<file path="config.mk">
export PLATFORM = sky130hd
export DESIGN_NAME = fpu_instr_queue
export DESIGN_NICKNAME = d
export VERILOG_FILES = /design/src/rtl/rvfpm_pkg.sv /design/src/rtl/fpu_instr_queue.sv
export SDC_FILE = /design/constraint.sdc
export NUM_CORES = 1
export LEC_CHECK = 0
export BUFFER_PORTS_ARGS = -buffer_cell sky130_fd_sc_hd__buf_2
export CAP_MARGIN = 10
export CORE_ASPECT_RATIO = 1.1
export CORE_MARGIN = 2
export CORE_UTILIZATION = 50
export CTS_CLUSTER_DIAMETER = 80
export CTS_CLUSTER_SIZE = 24
export DETAILED_ROUTE_END_ITERATION = 8
export PLACE_DENSITY = 0.7
export SLEW_MARGIN = 20
export SYNTH_ARGS = -nofsm -noshare
export SYNTH_HDL_FRONTEND = slang
export SYNTH_SLANG_ARGS = --single-unit
</file>
<file path="constraint.sdc">
create_clock -name ck -period 8.7 [get_ports ck]
set_input_delay 2.175 -clock ck [delete_from_list [all_inputs] [get_ports ck]]
set_output_delay 2.175 -clock ck [all_outputs]
set_load 0.005 [all_outputs]
</file>
<file path="src/rtl/rvfpm_pkg.sv">
// Shared rvfpm definitions: default widths and the queued-instruction record
// used by the issue queue, the pipeline and the bench.
package rvfpm_pkg;

   localparam int FPQ_X_ID_WIDTH = 4;
   localparam int FPQ_DEPTH      = 4;
   localparam int FPQ_XLEN       = 32;

   typedef struct packed {
      logic [31:0]               instr;
      logic [FPQ_X_ID_WIDTH-1:0] id;
      logic [FPQ_XLEN-1:0]       rs1;
   } fpq_entry_t;

endpackage

</file>
<file path="src/rtl/fpu_instr_queue.sv">
// In-order issue queue for offloaded FP instructions feeding the rvfpm pipeline.
// Circular buffer with explicit occupancy; head entry is shown combinationally.
module fpu_instr_queue
   import rvfpm_pkg::*;
#(
   parameter int X_ID_WIDTH  = FPQ_X_ID_WIDTH,
   parameter int QUEUE_DEPTH = FPQ_DEPTH,
   parameter int XLEN        = FPQ_XLEN
) (
   input  logic                                ck,
   input  logic                                rst,
   input  logic                                enable,
   input  logic                                flush,
   input  logic                                in_valid,
   output logic                                in_ready,
   input  logic [31:0]                         in_instr,
   input  logic [X_ID_WIDTH-1:0]               in_id,
   input  logic [XLEN-1:0]                     in_rs1,
   output logic                                out_valid,
   input  logic                                fpu_ready,
   output logic [31:0]                         out_instr,
   output logic [X_ID_WIDTH-1:0]               out_id,
   output logic [XLEN-1:0]                     out_rs1,
   output logic [$clog2(QUEUE_DEPTH+1)-1:0]    count,
   output logic [QUEUE_DEPTH*X_ID_WIDTH-1:0]   queue_ids,
   output logic [QUEUE_DEPTH-1:0]              queue_valid
);

   localparam int PTR_W = $clog2(QUEUE_DEPTH);
   localparam int CNT_W = $clog2(QUEUE_DEPTH+1);

   logic [31:0]           instr_mem_r [QUEUE_DEPTH];
   logic [X_ID_WIDTH-1:0] id_mem_r    [QUEUE_DEPTH];
   logic [XLEN-1:0]       rs1_mem_r   [QUEUE_DEPTH];
   logic [PTR_W-1:0]      head_r;
   logic [PTR_W-1:0]      tail_r;
   logic [CNT_W-1:0]      count_r;

   logic in_ready_s;
   logic out_valid_s;
   logic push_s;
   logic pop_s;

   // Depth need not be a power of two, so wrap explicitly.
   function automatic logic [PTR_W-1:0] next_ptr(input logic [PTR_W-1:0] ptr);
      logic [PTR_W-1:0] nxt;
      if (ptr == PTR_W'(QUEUE_DEPTH-1)) begin
         nxt = '0;
      end else begin
         nxt = ptr + PTR_W'(1);
      end
      return nxt;
   endfunction

   // Handshake qualifiers; in_ready deliberately ignores a same-cycle pop.
   always_comb begin
      in_ready_s  = !rst && enable && !flush && (count_r != CNT_W'(QUEUE_DEPTH));
      out_valid_s = !rst && enable && (count_r != CNT_W'(0));
      push_s      = in_valid && in_ready_s;
      pop_s       = out_valid_s && fpu_ready && !flush;
   end

   // Pointer, occupancy and storage update.
   always_ff @(posedge ck) begin
      if (rst) begin
         head_r  <= '0;
         tail_r  <= '0;
         count_r <= '0;
         for (int i = 0; i < QUEUE_DEPTH; i++) begin
            instr_mem_r[i] <= '0;
            id_mem_r[i]    <= '0;
            rs1_mem_r[i]   <= '0;
         end
      end else if (enable && flush) begin
         head_r  <= '0;
         tail_r  <= '0;
         count_r <= '0;
      end else if (enable) begin
         if (push_s) begin
            instr_mem_r[tail_r] <= in_instr;
            id_mem_r[tail_r]    <= in_id;
            rs1_mem_r[tail_r]   <= in_rs1;
            tail_r              <= next_ptr(tail_r);
         end
         if (pop_s) begin
            head_r <= next_ptr(head_r);
         end
         case ({push_s, pop_s})
            2'b10:   count_r <= count_r + CNT_W'(1);
            2'b01:   count_r <= count_r - CNT_W'(1);
            default: count_r <= count_r;
         endcase
      end else begin
         count_r <= count_r;
      end
   end

   // Head entry presentation, forced to zero when nothing is valid.
   always_comb begin
      if (out_valid_s) begin
         out_instr = instr_mem_r[head_r];
         out_id    = id_mem_r[head_r];
         out_rs1   = rs1_mem_r[head_r];
      end else begin
         out_instr = '0;
         out_id    = '0;
         out_rs1   = '0;
      end
   end

   // Ordered view of occupied slots, index 0 = head.
   always_comb begin
      int slot_idx;
      slot_idx    = 0;
      queue_ids   = '0;
      queue_valid = '0;
      for (int i = 0; i < QUEUE_DEPTH; i++) begin
         slot_idx = int'(head_r) + i;
         if (slot_idx >= QUEUE_DEPTH) begin
            slot_idx = slot_idx - QUEUE_DEPTH;
         end else begin
            slot_idx = slot_idx;
         end
         if (i < int'(count_r)) begin
            queue_ids[i*X_ID_WIDTH +: X_ID_WIDTH] = id_mem_r[slot_idx[PTR_W-1:0]];
            queue_valid[i]                        = 1'b1;
         end else begin
            queue_ids[i*X_ID_WIDTH +: X_ID_WIDTH] = '0;
            queue_valid[i]                        = 1'b0;
         end
      end
   end

   assign in_ready  = in_ready_s;
   assign out_valid = out_valid_s;
   assign count     = count_r;

endmodule

</file>
## Yosys cells after proc, flatten, opt, wreduce, memory -nomap -nowiden

Memory sizes are Yosys's and may differ from the RTL's. A register that Yosys moved wholly into a read port is not among the register bits.
Index checks and enable logic that the tools add are counted.

- Add/sub/neg operators: 11
- Order comparisons: 8
- Equality and inequality tests: 5
- Muxes and demuxes: 40
- Reductions and logical operators: 19

Operators by type and width:

| cell | count |
|---|---|
| 32-bit 2-to-1 mux | 4 |
| 32-bit OR reduction | 2 |
| 2-bit 2-to-1 mux | 15 |
| 4-bit 2-to-1 mux | 6 |
| 1-bit 2-to-1 mux | 14 |
| 3-bit greater-or-equal comparator (second input constant) | 3 |
| 1-bit logical AND | 8 |
| 2-bit by 1-bit subtractor with 2-bit output (second input constant) | 4 |
| 2-bit by 2-bit adder with 3-bit output (second input constant) | 2 |
| 2-bit == test (second input constant) | 3 |
| 1-bit by 3-bit less-than comparator with 1-bit output (first input constant) | 2 |
| 2-bit by 3-bit less-than comparator with 1-bit output (first input constant) | 2 |
| 3-bit case mux with 2 select lines | 1 |
| 2-bit AND reduction | 3 |
| 2-bit by 1-bit adder with 2-bit output (second input constant) | 2 |
| 4-bit OR reduction | 1 |
| 2-bit by 1-bit adder with 3-bit output (second input constant) | 1 |
| 3-bit by 1-bit adder with 3-bit output (second input constant) | 1 |
| 2-bit by 3-bit greater-or-equal comparator with 1-bit output (second input constant) | 1 |
| 3-bit != test (second input constant) | 1 |
| 3-bit nonzero test | 1 |
| 3-bit by 1-bit subtractor with 3-bit output (second input constant) | 1 |
| 2-bit by 1-bit == test with 1-bit output (second input constant) | 1 |
| 1-bit logical NOT | 2 |
| 2 further kinds | 2 |

- Register bits after elaboration: 7
- RAM bits: 272
- Input port bits: 74
- Output and inout port bits: 93
- Logic and storage cells: 89
- Memories: 3

Memory list:

| memory | depth | width | read ports | clocked after Yosys merged registers in | write ports | line | text |
|---|---|---|---|---|---|---|---|
| instr_mem_r | 4 | 32 | 1 | 1 | 4 | fpu_instr_queue.sv:32 | `logic [31:0] instr_mem_r [QUEUE_DEPTH];` |
| rs1_mem_r | 4 | 32 | 1 | 1 | 4 | fpu_instr_queue.sv:34 | `logic [XLEN-1:0] rs1_mem_r [QUEUE_DEPTH];` |
| id_mem_r | 4 | 4 | 5 | 1 | 4 | fpu_instr_queue.sv:33 | `logic [X_ID_WIDTH-1:0] id_mem_r [QUEUE_DEPTH];` |

## Logic depth before layout (Yosys ltp)

Gate-level depths: netlist (run 1).

- Depth after elaboration: 12
- Gate-level depth with buffers: 10

## Worst setup path before layout (run 1)

Ideal clock, no wire load.

- Path kind: in2out
- Start point: input enable
- End point: output out_id[3]
- Arrival time: 2816 ps
- Path slack: 3709 ps
- Cell stages on the path: 4
- Path buffers: 2
- Cells stage by stage: nor2b_1 > buf_2 > clkbuf_1 > and3_1

- Longest elaborated chain between the ends: 3

Ends and longest elaborated chain:

| item | line | text |
|---|---|---|
| from (decl) | fpu_instr_queue.sv:12 | `input logic enable,` |
| 1-bit logical AND (2 in series) | fpu_instr_queue.sv:58 | `out_valid_s = !rst && enable && (count_r != CNT_W'(0));` |
| 4-bit 2-to-1 mux | fpu_instr_queue.sv:100 | `if (out_valid_s) begin` |
| to (decl) | fpu_instr_queue.sv:22 | `output logic [X_ID_WIDTH-1:0] out_id,` |

No other way between the ends.

## Worst setup path after layout (run 1)

- Start point: input enable
- End point: output out_instr[11]

- Longest elaborated chain between the ends: 3

Ends and longest elaborated chain:

| item | line | text |
|---|---|---|
| 1-bit logical AND (2 in series) | fpu_instr_queue.sv:58 |  |
| 32-bit 2-to-1 mux | fpu_instr_queue.sv:100 |  |
| to (decl) | fpu_instr_queue.sv:21 | `output logic [31:0] out_instr,` |

No other way between the ends.

==> results of run 1 <==
-- cell usage after synthesis (2+ instances only) --
cell type,n
a21oi_1,4
edfxtp_1,272
clkbuf_2,5
clkbuf_1,38
inv_1,7
or2_2,4
buf_2,11
buf_6,4
buf_4,6
and2_1,277
ha_1,7
dfxtp_1,9
nand4_1,2
and3_1,68
nand2_1,6
nor3_1,2
nor4_4,2
nor2_1,6
nand2b_1,5
nor2b_1,15
mux4_2,80
mux2i_1,3
o21ai_0,3
-- power groups by stage --
stage,registers (W),clock network (W),logic [W]
5_1_grt,0.00156,0.000801,0.000140
3_5_place_dp,0.00159,0,0.000130
6_report,0.00156,0.000735,0.000128
2_1_floorplan,0.00158,0,0.0000711
3_3_place_gp,0.00159,0,0.000129
4_1_cts,0.00156,0.000755,0.000130
-- flip-flops by register name, summed over array words and instances, names as in the netlist, named ones only --
name / count
instr_mem_r: 128
rs1_mem_r: 128
id_mem_r: 16
count: 3
head_r: 2
tail_r: 2
-- layout make-up --
cell class              count  area, um^2  area share [%]
inverters                   7        26.3           0.179
diodes                      5        12.5          0.0852
well taps                 352         440            3.00
clock buffers              23         405            2.76
repair buffers            176         926            6.30
clock inverters             2        10.0          0.0681
multi-input cells         495        4520            30.7
flip-flops and latches    281        8360            56.9
-- worst reg2reg max path, stage by stage, from the launching register on --
cell and delay [ns]:
dfxtp_1 0.49, inv_1 0.13, ha_1 0.27, nand2_1 0.14, and4_4 0.77, or2_4 0.57
buf_4 0.63
-- stage by stage --
step / area (um^2) / hold WS [ns] / utilization [%]
floorplan: 13200 / 0.486 / -
global placement: 14200 / 0.540 / 54.8
detailed placement: 14200 / 0.543 / 54.8
CTS: 14700 / 0.555 / 56.4
global route: 14700 / 0.598 / 56.5
finish: 14700 / 0.573 / 56.5
-- cells in the final DEF (no fill, tap or decap), types with 5 or more instances in the layout --
cell type / instances
nand2_1: 6
dfxtp_1: 7
diode_2: 5
buf_4: 7
mux4_2: 80
and2_1: 277
nor2b_1: 14
buf_2: 166
clkbuf_1: 8
clkbuf_16: 15
edfxtp_1: 272
nor2_1: 6
and3_1: 68
ha_1: 7
inv_1: 7
-- routing by layer --
layer  global-route usage (%)  up-vias
met5                        0        -
met4                     4.43        2
met3                     2.96       27
met2                     36.2      193
met1                     27.7     3721
li1                         -     3372
-- cell families after synthesis --
logic type | synth area share [%]
compound gates | 0.532
mux | 13.9
buf+inv | 2.58
xor+xnor | 0.0665
fa+ha+maj | 0.665
simple gates | 18.8
flops | 63.4
-- worst max-delay path by stage --
stage          startpoint             to  slack, ns  cells after the start
2_1_floorplan      enable      out_id[3]       3.71                      4
3_3_place_gp       enable  out_instr[26]       2.81                      5
3_5_place_dp       enable   out_instr[8]       2.75                      5
4_1_cts            enable   out_instr[8]       2.75                      5
5_1_grt            enable  out_instr[11]       2.62                      5
6_report           enable  out_instr[11]       2.79                      5
==> impl_metrics.csv, run 1 <==
group,metric,value,unit
outcome,status,"finished, final reports clean",
drt,met3_length,1.45,mm
critical_path,path_delay_family,"simple AND/OR/NAND/NOR gates",
floorplanning,fp-row-count,62,
synthesis,syn_nets,928,
synthesis,netlist_top_cells_area,"edfxtp_1 62%, mux4_2 14%, and2_1 13%, and3_1 3.2%, dfxtp_1 1.4%",
drt,vias,7315,
synthesis,syn-cell-area,0.0132,mm^2
min_path,hold_start,"tail_r[0]$_SDFFE_PP0P_",
drt,ant_nets,0,
critical_path,timing.rr.start,"count[0]$_SDFFE_PP0P_",
placed_design,gp_congestion,0.766,
finish,final_cells,1341,
min_path,hp-class,"reg -> reg",
floorplanning,ios,167,
timing,post-route-period-util,67.9,%
clock_network,cts_setup_buffers,0,
power,leakagePower,5.77,nW
finish,nFillCells,2121,
global_routing,grt.total_usage,20.7,%
power,p_switching,0.000503,W
drt,post_drt_via_cell_ratio,5.45,
synthesis,yosysWarnings,0,
run,drv_cap,0,
power,seqPwrFrac,64.3,%
drt,dr.max_layer_used,"met5",
critical_path,cp-start-kind,"input pin",
timing,relSlewSlack,27.1,%
clock_network,clkSinkCount,281,
timing,max_freq,169,MHz
clock_network,cts_tree,"yes",
synthesis,yosys.area.top_type,"edfxtp_1",
synthesis,synth-edff-count,272,
global_routing,grt_pass1_vias,7646,
placed_design,pre_cts_ws,2.75,ns
timing,hold_viol_final,0,
floorplanning,die_w,159,um
timing,rsz0062_at_grt,"false",
critical_path,path_class,"in -> out",
timing,fin_crit,5.91,ns
synthesis,synth-main-ff-cell,"edfxtp_1",
clock_network,holdBufCountCts,0,
clock_network,clk_latency,0.49,ns
power,irDropWorstVdd,0.123,mV
power,power_density,165,mW/mm^2
finish,final_layout_size_suffix_gt1_share,29.5,%
synthesis,ys_seq_area_share,63.4,%
timing,worst_pin_slew,1.09,ns
clock_network,cts_buffers,15,
critical_path,critPathBufInv,3,
critical_path,r2r_end,"rs1_mem_r[0][28]$_SDFFCE_PN0P_",
placed_design,dp_cells,1310,
floorplanning,start_util,50.7,%
clock_network,h-tree-depth,1,
critical_path,arrival,3.73,ns
drt,drt_iter0_drc,450,
critical_path,critPathMaxStageDelay,0.65,ns
drt,drt_pass1_iterations,5,
clock_network,clk_pin_slew,0.09,ns
floorplanning,die_area,0.0276,mm^2
placed_design,hpwl,15.3,mm
synthesis,yosys.cell_types.count,34,
power,p_total,0.00242,W
critical_path,r2r_cells,6,
timing,fin_skew,0.0112,ns
critical_path,crit_top_cell,"buf_2",
timing,setup_tns,0,ns
critical_path,path_max_fanout,38,
global_routing,grt_max_degree,71,
finish,fin_nets,1057,
placed_design,port_buffers,166,
power,clockPowerShare,30.4,%
drt,met2_length,14.4,mm
synthesis,synth_seq_cells,281,
clock_network,cts.path.max_buffers,3,
power,p_int,0.00192,W
synthesis,synthCells,847,
clock_network,cts-root-buf,"clkbuf_16",
drt,routedWlPerCell,21.2,um
min_path,whs_endpoint,"tail_r[0]$_SDFFE_PP0P_",
timing,finalMaxSlewViolations,0,
clock_network,cts_resized,0,
floorplanning,dieHeight,174,um
drt,drt_wl_total,28.4,mm
power,comb_power_share,5.3,%
power,p_sw_share,20.8,%
min_path,whs_path_depth,2,
floorplanning,core-area,0.0260,mm^2
critical_path,critPathSlowestCell,"nor2b_4",
critical_path,reg2reg_setup_slack,5.34,ns
global_routing,grt_antenna_before_repair,5,
critical_path,worst_ep_required_time,6.53,ns
synthesis,avgSynthCellArea,15.5,um^2
global_routing,grt_pass1_wl,44.1,mm
critical_path,path_cells,"buf_2, nor2b_4, buf_4, and3_1, buf_2",
timing,setup_viol,0,
synthesis,synth_top_area_share,62.0,%
critical_path,cp-end-kind,"output pin",
global_routing,gr-total-overflow,0,
drt,drt_drc_violations_left,0,
timing,fin_ws,2.79,ns
drt,wirelength_met1,12.1,mm
finish,area_growth,11.6,%
synthesis,ys_async_sr_fraction,0,%
No activity file was read; power rests on OpenSTA's default activity.
==> inputs of run 2 (changes only) <==
Settings changed: PLACE_DENSITY 0.7 to 0.73.
Clock period 8.7 ns to 5.4 ns, I/O delays scaled along.
==> run 2 against run 1 <==
Compared with the run above: clock skew is 0.0034 ns higher; largest cell class unchanged; critical endpoint is now out_id[3]; non-clock buffer count rose by 7; via count decreased by 0.33%; critical path type unchanged; highest routed layer is now met4.
==> impl_metrics.csv, run 2 (synthesis gave the netlist of run 1 again) <==
group,metric,value,unit
outcome,status,"finished, final reports clean",
timing,hold_viol_final,0,
timing,post-route-period-util,77.1,%
floorplanning,start_util,50.7,%
power,irDropWorstVdd,0.214,mV
placed_design,gp_congestion,0.736,
global_routing,grt_max_degree,71,
timing,worst_pin_slew,0.979,ns
clock_network,cts_setup_buffers,0,
power,power_density,265,mW/mm^2
critical_path,path_class,"in -> out",
critical_path,worst_ep_required_time,4.05,ns
timing,setup_viol,0,
finish,layout_commonest_cell,"and2_1",
floorplanning,die_w,159,um
critical_path,path_max_fanout,35,
floorplanning,ios,167,
global_routing,gr-total-overflow,0,
finish,area_growth,11.7,%
critical_path,path_delay_family,"simple AND/OR/NAND/NOR gates",
floorplanning,dieHeight,174,um
floorplanning,fp-row-count,62,
drt,drt_drc_violations_left,0,
timing,rsz0062_at_grt,"false",
drt,drt_pass1_iterations,4,
floorplanning,core-area,0.0260,mm^2
critical_path,critPathSlowestCell,"nor2b_4",
critical_path,path_cells,"buf_2, nor2b_4, buf_4, and3_1, buf_2",
timing,fin_ws,1.24,ns
finish,final_layout_size_suffix_gt1_share,30.0,%
drt,post_drt_via_cell_ratio,5.44,
clock_network,cts_resized,0,
clock_network,clk_latency,0.48,ns
finish,multi_input_area,0.00452,mm^2
clock_network,cts_buffers,15,
clock_network,clkSinkCount,281,
finish,nFillCells,2076,
power,leakagePower,5.80,nW
clock_network,cts_tree,"yes",
global_routing,grt_pass1_vias,7656,
finish,fin_nets,1064,
drt,ant_nets,0,
clock_network,cts.path.max_buffers,3,
critical_path,crit_top_cell,"buf_2",
critical_path,critPathBufInv,3,
drt,routedWlPerCell,21.3,um
timing,fin_skew,0.0146,ns
drt,drt_iter0_drc,539,
timing,fin_crit,4.16,ns
timing,setup_tns,0,ns
global_routing,grt.total_usage,20.7,%
timing,max_freq,240,MHz
critical_path,cp-start-kind,"input pin",
clock_network,cts-root-buf,"clkbuf_16",
finish,mostFrequentLayoutCells,"277 x and2_1, 272 x edfxtp_1, 166 x buf_2, 80 x mux4_2, 68 x and3_1",
drt,drt_wl_total,28.5,mm
drt,vias,7291,
timing,finalMaxSlewViolations,0,
clock_network,holdBufCountCts,0,
finish,reg_top3,"instr_mem_r: 128 flops, rs1_mem_r: 128 flops, id_mem_r: 16 flops",
placed_design,hpwl,16.3,mm
global_routing,grt_pass1_wl,44.0,mm
timing,relSlewSlack,34.7,%
global_routing,grt_antenna_before_repair,2,
floorplanning,die_area,0.0276,mm^2
critical_path,critPathMaxStageDelay,0.55,ns
run,drv_cap,0,
placed_design,pre_cts_ws,1.20,ns
critical_path,cp-end-kind,"output pin",
finish,regArea,0.00836,mm^2
clock_network,clk_pin_slew,0.10,ns
clock_network,h-tree-depth,1,
min_path,hp-class,"reg -> reg",
critical_path,arrival,2.81,ns
placed_design,port_buffers,166,
run 2: cell types whose count changed in the layout (fill, tap and decap cells not counted), moves of 2 or more:
cell,delta
buf_6,-2
buf_4,+9
clkbuf_1,-4
diode_2,-3
clkinv_2,-2
run 2: stage by stage:
step / util (%) / total power (W) / hold WS (ns) / cells / instance area (um^2)
after floorplan: - / 0.00266 / 0.486 / 847 / 13200
after global placement: 55.1 / 0.00276 / 0.534 / 1318 / 14300
after detailed placement: 55.1 / 0.00277 / 0.551 / 1318 / 14300
after CTS: 56.6 / 0.00392 / 0.562 / 1338 / 14700
after global routing: 56.6 / 0.00402 / 0.603 / 1339 / 14700
final: 56.6 / 0.00389 / 0.561 / 1340 / 14700
run 2: worst reg2reg max path: cells and delay by family, from the launching register on:
kind	cells	cell delay [ns]
fa+ha+maj	1	0.27
buf+inv	2	0.64
flops	1	0.52
simple gates	3	1.17
run 2: worst paths after layout:
kind	start	end	slack (ns)	cells after the start
worst max-delay path	enable	out_id[3]	1.24	5
worst min-delay path	tail_r[1]$_SDFFE_PP0P_	tail_r[1]$_SDFFE_PP0P_	0.56	2
worst min register to register	tail_r[1]$_SDFFE_PP0P_	tail_r[1]$_SDFFE_PP0P_	0.56	2
worst max register to register	count[0]$_SDFFE_PP0P_	instr_mem_r[1][23]$_SDFFCE_PN0P_	2.42	6
run 2: layer usage:
layer	part of all wire [%]	vias up	track usage (%)
met4	1.4	0	4.78
li1	-	3382	-
met2	53	198	37.7
met5	0	-	0
met3	4.4	27	2.65
met1	41	3684	26.6
run 2: cell type report:
type                    instances  area share, %
diodes                          2         0.0340
clock buffers                  19           2.65
clock inverters                 1         0.0595
inverters                       7          0.179
multi-input cells             495           30.7
flip-flops and latches        281           56.8
well taps                     352           2.99
repair buffers                183           6.60
run 2: power breakdown:
| part | total, W | internal [W] | switching [W] |
|---|---|---|---|
| logic | 0.000209 | 0.0000856 | 0.000123 |
| registers | 0.00251 | 0.00248 | 0.0000290 |
| clock network | 0.00117 | 0.000516 | 0.000659 |
| total | 0.00389 | 0.00308 | 0.000811 |
